<file path="config.mk">
export PLATFORM = sky130hd
export DESIGN_NAME = uart_rx_deserializer
export DESIGN_NICKNAME = d
export VERILOG_FILES = /design/src/rtl/uart_rx_deserializer.sv
export SDC_FILE = /design/constraint.sdc
export NUM_CORES = 1
export LEC_CHECK = 0
export ABC_AREA = 1
export CAP_MARGIN = 25
export CORE_MARGIN = 3
export CORE_UTILIZATION = 43
export DETAILED_ROUTE_END_ITERATION = 10
export SLEW_MARGIN = 20
export SYNTH_ARGS = -nofsm -noshare
export SYNTH_HDL_FRONTEND = slang
export SYNTH_SLANG_ARGS = --single-unit
</file>
<file path="constraint.sdc">
create_clock -name clk -period 2.1 [get_ports clk]
set_input_delay 0.525 -clock clk [delete_from_list [all_inputs] [get_ports clk]]
set_output_delay 0.525 -clock clk [all_outputs]
set_load 0.05 [all_outputs]
</file>
<file path="src/rtl/uart_rx_deserializer.sv">
// 8N1 UART receiver: oversampled start detection, 3-sample mid-bit majority vote,
// framing/overrun pulses and a first-word-fall-through byte FIFO with valid/ready.
module uart_rx_deserializer #(
  parameter int RX_OVERSAMPLE = 16,
  parameter int FIFO_DEPTH    = 4
) (
  input  logic                          clk,
  input  logic                          reset_n,
  input  logic                          i_Rx_ClkTick,
  input  logic                          i_Rx_Data,
  input  logic                          i_Rx_Ready,
  output logic                          o_Rx_Valid,
  output logic [7:0]                    o_Rx_Byte,
  output logic [$clog2(FIFO_DEPTH):0]   o_Rx_Count,
  output logic                          o_Frame_Error,
  output logic                          o_Overrun
);
  localparam int TW = $clog2(RX_OVERSAMPLE);
  localparam int AW = $clog2(FIFO_DEPTH);
  localparam int M  = RX_OVERSAMPLE / 2;
  localparam logic [TW-1:0] T_LAST = TW'(RX_OVERSAMPLE - 1);
  localparam logic [TW-1:0] T_VA   = TW'(M - 1);
  localparam logic [TW-1:0] T_VB   = TW'(M);
  localparam logic [TW-1:0] T_VC   = TW'(M + 1);
  localparam logic [AW:0]   CNT_FULL = (AW + 1)'(FIFO_DEPTH);

  typedef enum logic [1:0] {IDLE, START, DATA, STOP} state_t;

  state_t          state, state_nxt;
  logic            rx_m, rx_s, armed;
  logic [TW-1:0]   t, t_cur;
  logic [2:0]      bit_idx;
  logic            smp_a, smp_b, vote, vote_now, wrap;
  logic [7:0]      shift_r;
  logic [7:0]      mem [FIFO_DEPTH];
  logic [AW:0]     wr_ptr, rd_ptr;
  logic            full, pop, push, frame_err, overrun;

  function automatic logic majority3(input logic a, input logic b, input logic c);
    return (a & b) | (a & c) | (b & c);
  endfunction

  always_ff @(posedge clk or negedge reset_n) begin
    if (!reset_n) begin
      rx_m <= 1'b1;
      rx_s <= 1'b1;
    end else begin
      rx_m <= i_Rx_Data;
      rx_s <= rx_m;
    end
  end

  // t_cur is the index of the tick arriving this cycle; the third vote sample is rx_s itself
  assign t_cur    = (t == T_LAST) ? '0 : t + 1'b1;
  assign wrap     = i_Rx_ClkTick && (t == T_LAST);
  assign vote_now = i_Rx_ClkTick && (t_cur == T_VC);
  assign vote     = majority3(smp_a, smp_b, rx_s);

  assign o_Rx_Count = wr_ptr - rd_ptr;
  assign o_Rx_Valid = (o_Rx_Count != '0);
  assign full       = (o_Rx_Count == CNT_FULL);
  assign pop        = o_Rx_Valid && i_Rx_Ready;
  assign o_Rx_Byte  = o_Rx_Valid ? mem[rd_ptr[AW-1:0]] : 8'h00;

  always_ff @(posedge clk or negedge reset_n) begin
    if (!reset_n) state <= IDLE;
    else          state <= state_nxt;
  end

  always_comb begin
    state_nxt = state;
    push      = 1'b0;
    frame_err = 1'b0;
    overrun   = 1'b0;
    case (state)
      IDLE:  if (i_Rx_ClkTick && armed && !rx_s) state_nxt = START;
      START: begin
        if (vote_now && vote) state_nxt = IDLE;
        else if (wrap)        state_nxt = DATA;
      end
      DATA:  if (wrap && bit_idx == 3'd7) state_nxt = STOP;
      STOP: begin
        // Leave at the vote so a back-to-back start bit is not missed
        if (vote_now) begin
          state_nxt = IDLE;
          if (!vote)              frame_err = 1'b1;
          else if (!full || pop)  push      = 1'b1;
          else                    overrun   = 1'b1;
        end
      end
      default: state_nxt = IDLE;
    endcase
  end

  always_ff @(posedge clk or negedge reset_n) begin
    if (!reset_n) begin
      armed         <= 1'b0;
      t             <= '0;
      bit_idx       <= '0;
      wr_ptr        <= '0;
      rd_ptr        <= '0;
      o_Frame_Error <= 1'b0;
      o_Overrun     <= 1'b0;
    end else begin
      // Only a high line re-arms detection, so a held break cannot retrigger
      if (state == IDLE && i_Rx_ClkTick) armed <= rx_s;
      if (state == IDLE || state_nxt == IDLE) t <= '0;
      else if (i_Rx_ClkTick)                  t <= t_cur;
      if (state != DATA) bit_idx <= '0;
      else if (wrap)     bit_idx <= bit_idx + 1'b1;
      if (push) wr_ptr <= wr_ptr + 1'b1;
      if (pop)  rd_ptr <= rd_ptr + 1'b1;
      o_Frame_Error <= frame_err;
      o_Overrun     <= overrun;
    end
  end

  always_ff @(posedge clk) begin
    if (i_Rx_ClkTick && t_cur == T_VA) smp_a <= rx_s;
    if (i_Rx_ClkTick && t_cur == T_VB) smp_b <= rx_s;
    if (state == DATA && vote_now) shift_r <= {vote, shift_r[7:1]};
    if (push) mem[wr_ptr[AW-1:0]] <= shift_r;
  end

endmodule
</file>
# After elaboration in Yosys (flattened, before gate mapping)
# Memories as Yosys holds them, arrays and structs flattened.
# Cells that the tools add are included.
dict set report totals {
  wordCells 79
  out_inout_bits 14
  n_memories 1
  mem_bits_rw 32
  inputBits 5
  reg_bits 30
}
# name depth word_bits read_ports rd_ports_with_merged_regs write_ports line
set mem_list {}
lappend mem_list {mem 4 8 1 0 1 35} ;# logic [7:0] mem [FIFO_DEPTH];
dict set report op_classes {
  muxes 25
  n_eq_ne 10
  reduce_logical 20
  bitwise 5
  add_sub_neg 5
}
# cell count
set ops {}
lappend ops {{1-bit two-way mux} 13}
lappend ops {{4-bit equality test, second input constant} 3}
lappend ops {{4-bit two-way mux} 3}
lappend ops {{1-bit logical AND} 11}
lappend ops {{2-bit two-way mux} 5}
lappend ops {{3-bit by 1-bit adder with 3-bit output, second input constant} 3}
lappend ops {{8-bit two-way mux} 1}
lappend ops {{2-bit case mux with 4 select lines} 1}
lappend ops {{3-bit equality test, second input constant} 2}
lappend ops {{3-bit two-way mux} 2}
lappend ops {{4-bit by 1-bit adder with 4-bit output, second input constant} 1}
lappend ops {{2-bit equality test, second input constant} 2}
lappend ops {{4-bit by 3-bit equality test with 1-bit output, second input constant} 1}
lappend ops {{2-bit zero test} 2}
lappend ops {{2-bit nonzero test} 2}
lappend ops {{1-bit AND} 3}
lappend ops {{3-bit nonzero test} 1}
lappend ops {{3-bit subtractor} 1}
lappend ops {{2-bit by 1-bit equality test with 1-bit output, second input constant} 1}
lappend ops {{1-bit zero test} 2}
lappend ops {{1-bit logical OR} 2}
lappend ops {{2-bit inequality test, second input constant} 1}
lappend ops {{1-bit OR} 2}

# Logic depth before layout (Yosys ltp)
dict set report depth {
  depth_word 10
  depth_mapped 11
  mapped_depth_nobuf 11
}

# Least setup slack after synthesis
# OpenSTA, ideal clock, no wires.
dict set report synth_timing {
  path_kind {reg-to-output}
  startpoint {register wr_ptr[0]}
  endpoint {output port o_Rx_Byte[0]}
  slack_ps -1340
  path_stages_with_launch 10
  path_buffers 1
  t_required_ps 1575
  t_arrival_ps 2915
  cell_sequence {dfrtp_1 > inv_1 > ha_1 > fa_1 > xnor2_1 > xnor2_1 > nand3b_1 > buf_4 > nand2_1 > inv_1}
}
dict set report synth_between {
  elab_chain_cells 3
}
# item line
set synth_lines {}
lappend synth_lines {{start, declared} 36} ;# logic [AW:0] wr_ptr, rd_ptr;
lappend synth_lines {{start signal, assigned} 111} ;# if (push) wr_ptr <= wr_ptr + 1'b1;
lappend synth_lines {{3-bit subtractor} 59} ;# assign o_Rx_Count = wr_ptr - rd_ptr;
lappend synth_lines {{named net o_Rx_Count[2]} 14} ;# output logic [$clog2(FIFO_DEPTH):0] o_Rx_Count,
lappend synth_lines {{3-bit nonzero test} 60} ;# assign o_Rx_Valid = (o_Rx_Count != '0);
lappend synth_lines {{named net o_Rx_Valid} 12} ;# output logic o_Rx_Valid,
lappend synth_lines {{8-bit two-way mux} 63} ;# assign o_Rx_Byte = o_Rx_Valid ? mem[rd_ptr[AW-1:0]] : 8'h00;
lappend synth_lines {{end, declared} 13} ;# output logic [7:0] o_Rx_Byte,
# The timed path passes the listed nets, and every way through them passes these cells.

# Final worst setup path
dict set report layout_timing {
  startpoint {register rd_ptr[0]}
  endpoint {output port o_Rx_Valid}
}
dict set report layout_between {
  elab_chain_cells 2
}
# item line
set layout_lines {}
lappend layout_lines {{start, declared} 36}
lappend layout_lines {{start signal, assigned} 112} ;# if (pop) rd_ptr <= rd_ptr + 1'b1;
lappend layout_lines {{3-bit subtractor} 59}
lappend layout_lines {{3-bit nonzero test} 60}
lappend layout_lines {{end, declared} 12}
# Every way passes these cells.

==> impl_metrics.py <==
metrics = {
    "timing": {
        "fin_ws_ps": -718,
        "fmax_mhz": 355,
        "slew_viol_final": 0,
        "fin_hold_ws_ps": 361,
        "hold_viol": 0,
        "worst_slew_pin_slew_ps": 702,
        "period_share_pct": 134,
        "min_period_ps": 2820,
        "fin_skew_ps": 10.4,
        "rsz0062_at_grt": "yes",
        "max_slew_margin_pct": 52.7,
        "setup_viol": 47,
    },
    "logic_synthesis": {
        "synth.distinct_cells": 33,
        "yosys.area_share.simple_pct": 14.9,
        "synth_top_area_share_pct": 46.1,
        "syn_area_per_cell_um2": 11.6,
        "synth_cells": 236,
        "ys_warn_count": 0,
        "yosysTopAreaCell": "edfxtp_1",
        "synth_nets": 254,
        "synth_top_cells_by_area": "edfxtp_1 (46%), dfrtp_1 (16%), nor2_1 (5.9%)",
        "synthXorXnorAreaFrac_pct": 2.51,
        "synth_fa_ha_area_share_pct": 6.22,
        "syn-cell-area_um2": 2740,
        "synthMuxAreaShare_pct": 0.411,
        "ys_seq_area_share_pct": 64.4,
        "synth_compound_area_share_pct": 6.40,
        "ys_ff_latch": 62,
        "synth_top_family_by_area": "simple AND/OR/NAND/NOR gates",
    },
    "detailed_routing": {
        "route.vias.total": 1849,
        "drcViolationCount": 0,
        "drt_wl_total_um": 5080,
        "dr.pass1.iters": 4,
        "wl_per_cell_um": 13.3,
        "drt-initial-drc-count": 81,
        "postRouteAntennaNets": 0,
        "detail_route.vias_per_cell": 4.84,
    },
    "cells_and_area": {
        "final_cell_mix": "edfxtp_1 (42), nor2_1 (39), buf_4 (32), inv_1 (19), dfrtp_1 (17)",
        "layout.cells.non_filler": 382,
        "final_common_cell": "edfxtp_1",
        "final_util_pct": 65.0,
        "diodes": 0,
        "final_nets": 320,
        "area_delta_synth_final_pct": 43.1,
        "fin_area_um2": 3920,
        "final_layout_size_suffix_gt1_share_pct": 37.8,
    },
    "critical_path": {
        "endpoint_kind": "output pin",
        "arrival_ps": 2290,
        "path_max_fanout": 11,
        "cp-start-kind": "flop",
        "cp_slowest_cell": "dfrtp_1",
        "path_cells": "ha_4 -> fa_2 -> xnor2_4 -> xnor2_4 -> nand3b_1 -> buf_12 -> buf_4 -> buf_12",
        "worstSetupPathType": "flop to output pin",
        "slowest_delay_ps": 410,
        "critPathBufInv": 3,
        "required_ps": 1570,
        "crit_family": "adder cells",
    },
    "global_routing": {
        "antenna_found_initial": 0,
        "grt_max_degree": 21,
        "track_usage_pct": 15.6,
        "grt_pass1_wl_um": 8580,
        "grt_pass1_vias": 1823,
        "overflow": 0,
    },
    "place": {
        "hpwl_um": 3310,
        "port_buffers": 18,
        "gp_routability_congestion": 0.790,
        "dpl_cell_area_um2": 3480,
        "dp.cells": 358,
    },
    "floorplanning": {
        "core_area_um2": 6030,
        "die_y_um": 85.8,
        "core.rowCount": 28,
        "start_util_pct": 45.4,
        "dieArea_um2": 7360,
        "io_pins": 19,
        "die_w_um": 85.8,
    },
    "clock_tree": {
        "clock-sinks": 62,
        "cts_tree": "done",
        "path_clk_slew_ps": 70,
        "cts_buffers": 9,
        "clock_latency_ps": 340,
        "cts-htree-levels": 3,
        "clockBufferDepth": 2,
        "root_buffer": "clkbuf_8",
        "postCtsHoldBufs": 0,
    },
    "hold_path": {
        "min_path_type": "flop to flop",
    },
    "power_and_ir_drop": {
        "static-leakage-power_nw": 1.61,
        "finalPower_mw": 5.15,
        "vdd_drop_max_uv": 920,
        "pwr_density_cell_nw_per_um2": 1310,
    },
    "outcome": {
        "violations": "negative setup slack",
        "outcome": "finished, violations left",
    },
    "run": {
        "max_cap_viol_count": 0,
    },
}
[flip-flops by register name (all words and copies together) (netlist names)]
| register | flops |
|---|---|
| smp_b | 1 |
| smp_a | 1 |
| t | 4 |
| armed | 1 |
| rx_m | 1 |
| mem | 32 |
| rd_ptr | 3 |
| bit_idx | 3 |
| o_Frame_Error | 1 |
| rx_s | 1 |
| o_Overrun | 1 |
| shift_r | 8 |
| state | 2 |
| wr_ptr | 3 |
[repair_timing]
item / in CTS / in global routing
resized for setup: 19 / 10
setup endpoints to repair: 49 / 54
cloned: 1 / 0
pin swaps: 4 / 2
buffers inserted: 6 / 1
[cell families (layout without fill, tap and decap cells)]
group / after synthesis / after routing
adders and majority gates: 13 / 13
DFF: 62 / 62
AOI/OAI and AO/OA: 27 / 27
buffers and inverters: 36 / 107
and+or+nand+nor: 90 / 90
xor gates and xnor gates: 7 / 7
muxes: 1 / 1
[Yosys cell counts, drive strengths merged]
master,count
xor2,3
a21oi,4
nand2,28
edfxtp,42
buf,3
nand3,6
ha,12
fa,1
o21ai,12
clkinv,1
and3,1
nor4,1
nor2,46
nor3b,1
nand4,2
o32ai,8
dfrtp,18
dfstp,2
clkbuf,3
mux2,1
xnor2,4
nor3,3
or2,1
inv,29
nand3b,1
a22o,2
a21o,1
[power breakdown]
part           internal, mW  leakage [nW]  switching (mW)
clock                 0.670         0.103           0.479
combinational          1.08         0.890            1.42
sequential             1.40         0.617          0.0926
total                  3.15          1.61            1.99
[routing by layer]
| metal | wire length [µm] | vias up | part of all wire, % | GRT usage, % |
|---|---|---|---|---|
| met1 | 2190 | 881 | 43 | 18.6 |
| met3 | 146 | 9 | 2.9 | 2.88 |
| met2 | 2660 | 34 | 52 | 26.4 |
| li1 | - | 925 | - | - |
| met4 | 82 | 0 | 1.6 | 9.35 |
| met5 | 0 | - | 0 | 0 |
[cell type report]
cell class	count	area (µm²)
Clock buffer	9	124
Clock inverter	7	96.3
Fill cell	477	2110
Inverter	30	143
Multi-Input combinational cell	138	1020
Sequential cell	62	1770
Tap cell	75	93.8
Timing Repair Buffer	61	672
[worst paths after layout]
path / end / slack, ps / from / cells past startpoint
worst max register to register: mem[3][1] / -180 / rd_ptr[0] / 10
max in group asynchronous: rx_m / 1300 / reset_n / 2
worst min-delay path: rx_s / 360 / rx_m / 0
worst max-delay path: o_Rx_Valid / -720 / rd_ptr[0] / 8
min in group asynchronous: state[0] / 530 / reset_n / 2
worst min register to register: rx_s / 360 / rx_m / 0
[through the flow]
step                      setup slack [ps]  setup TNS (ps)
after floorplan                       -699          -14660
after global placement                -383          -10970
after detailed placement              -450          -12480
after CTS                             -748          -13500
after global routing                  -789          -16010
final                                 -718          -12660
[worst reg2reg max path: stages, from the launching register on]
cell     delay, ps
dfrtp_1        410
ha_4           170
fa_2           380
xnor2_4        170
xnor2_4        150
buf_4          150
nand2_4         80
nand3_4        110
nor2_4         170
buf_12         120
buf_16         110
(Power assumes the default switching activity.)
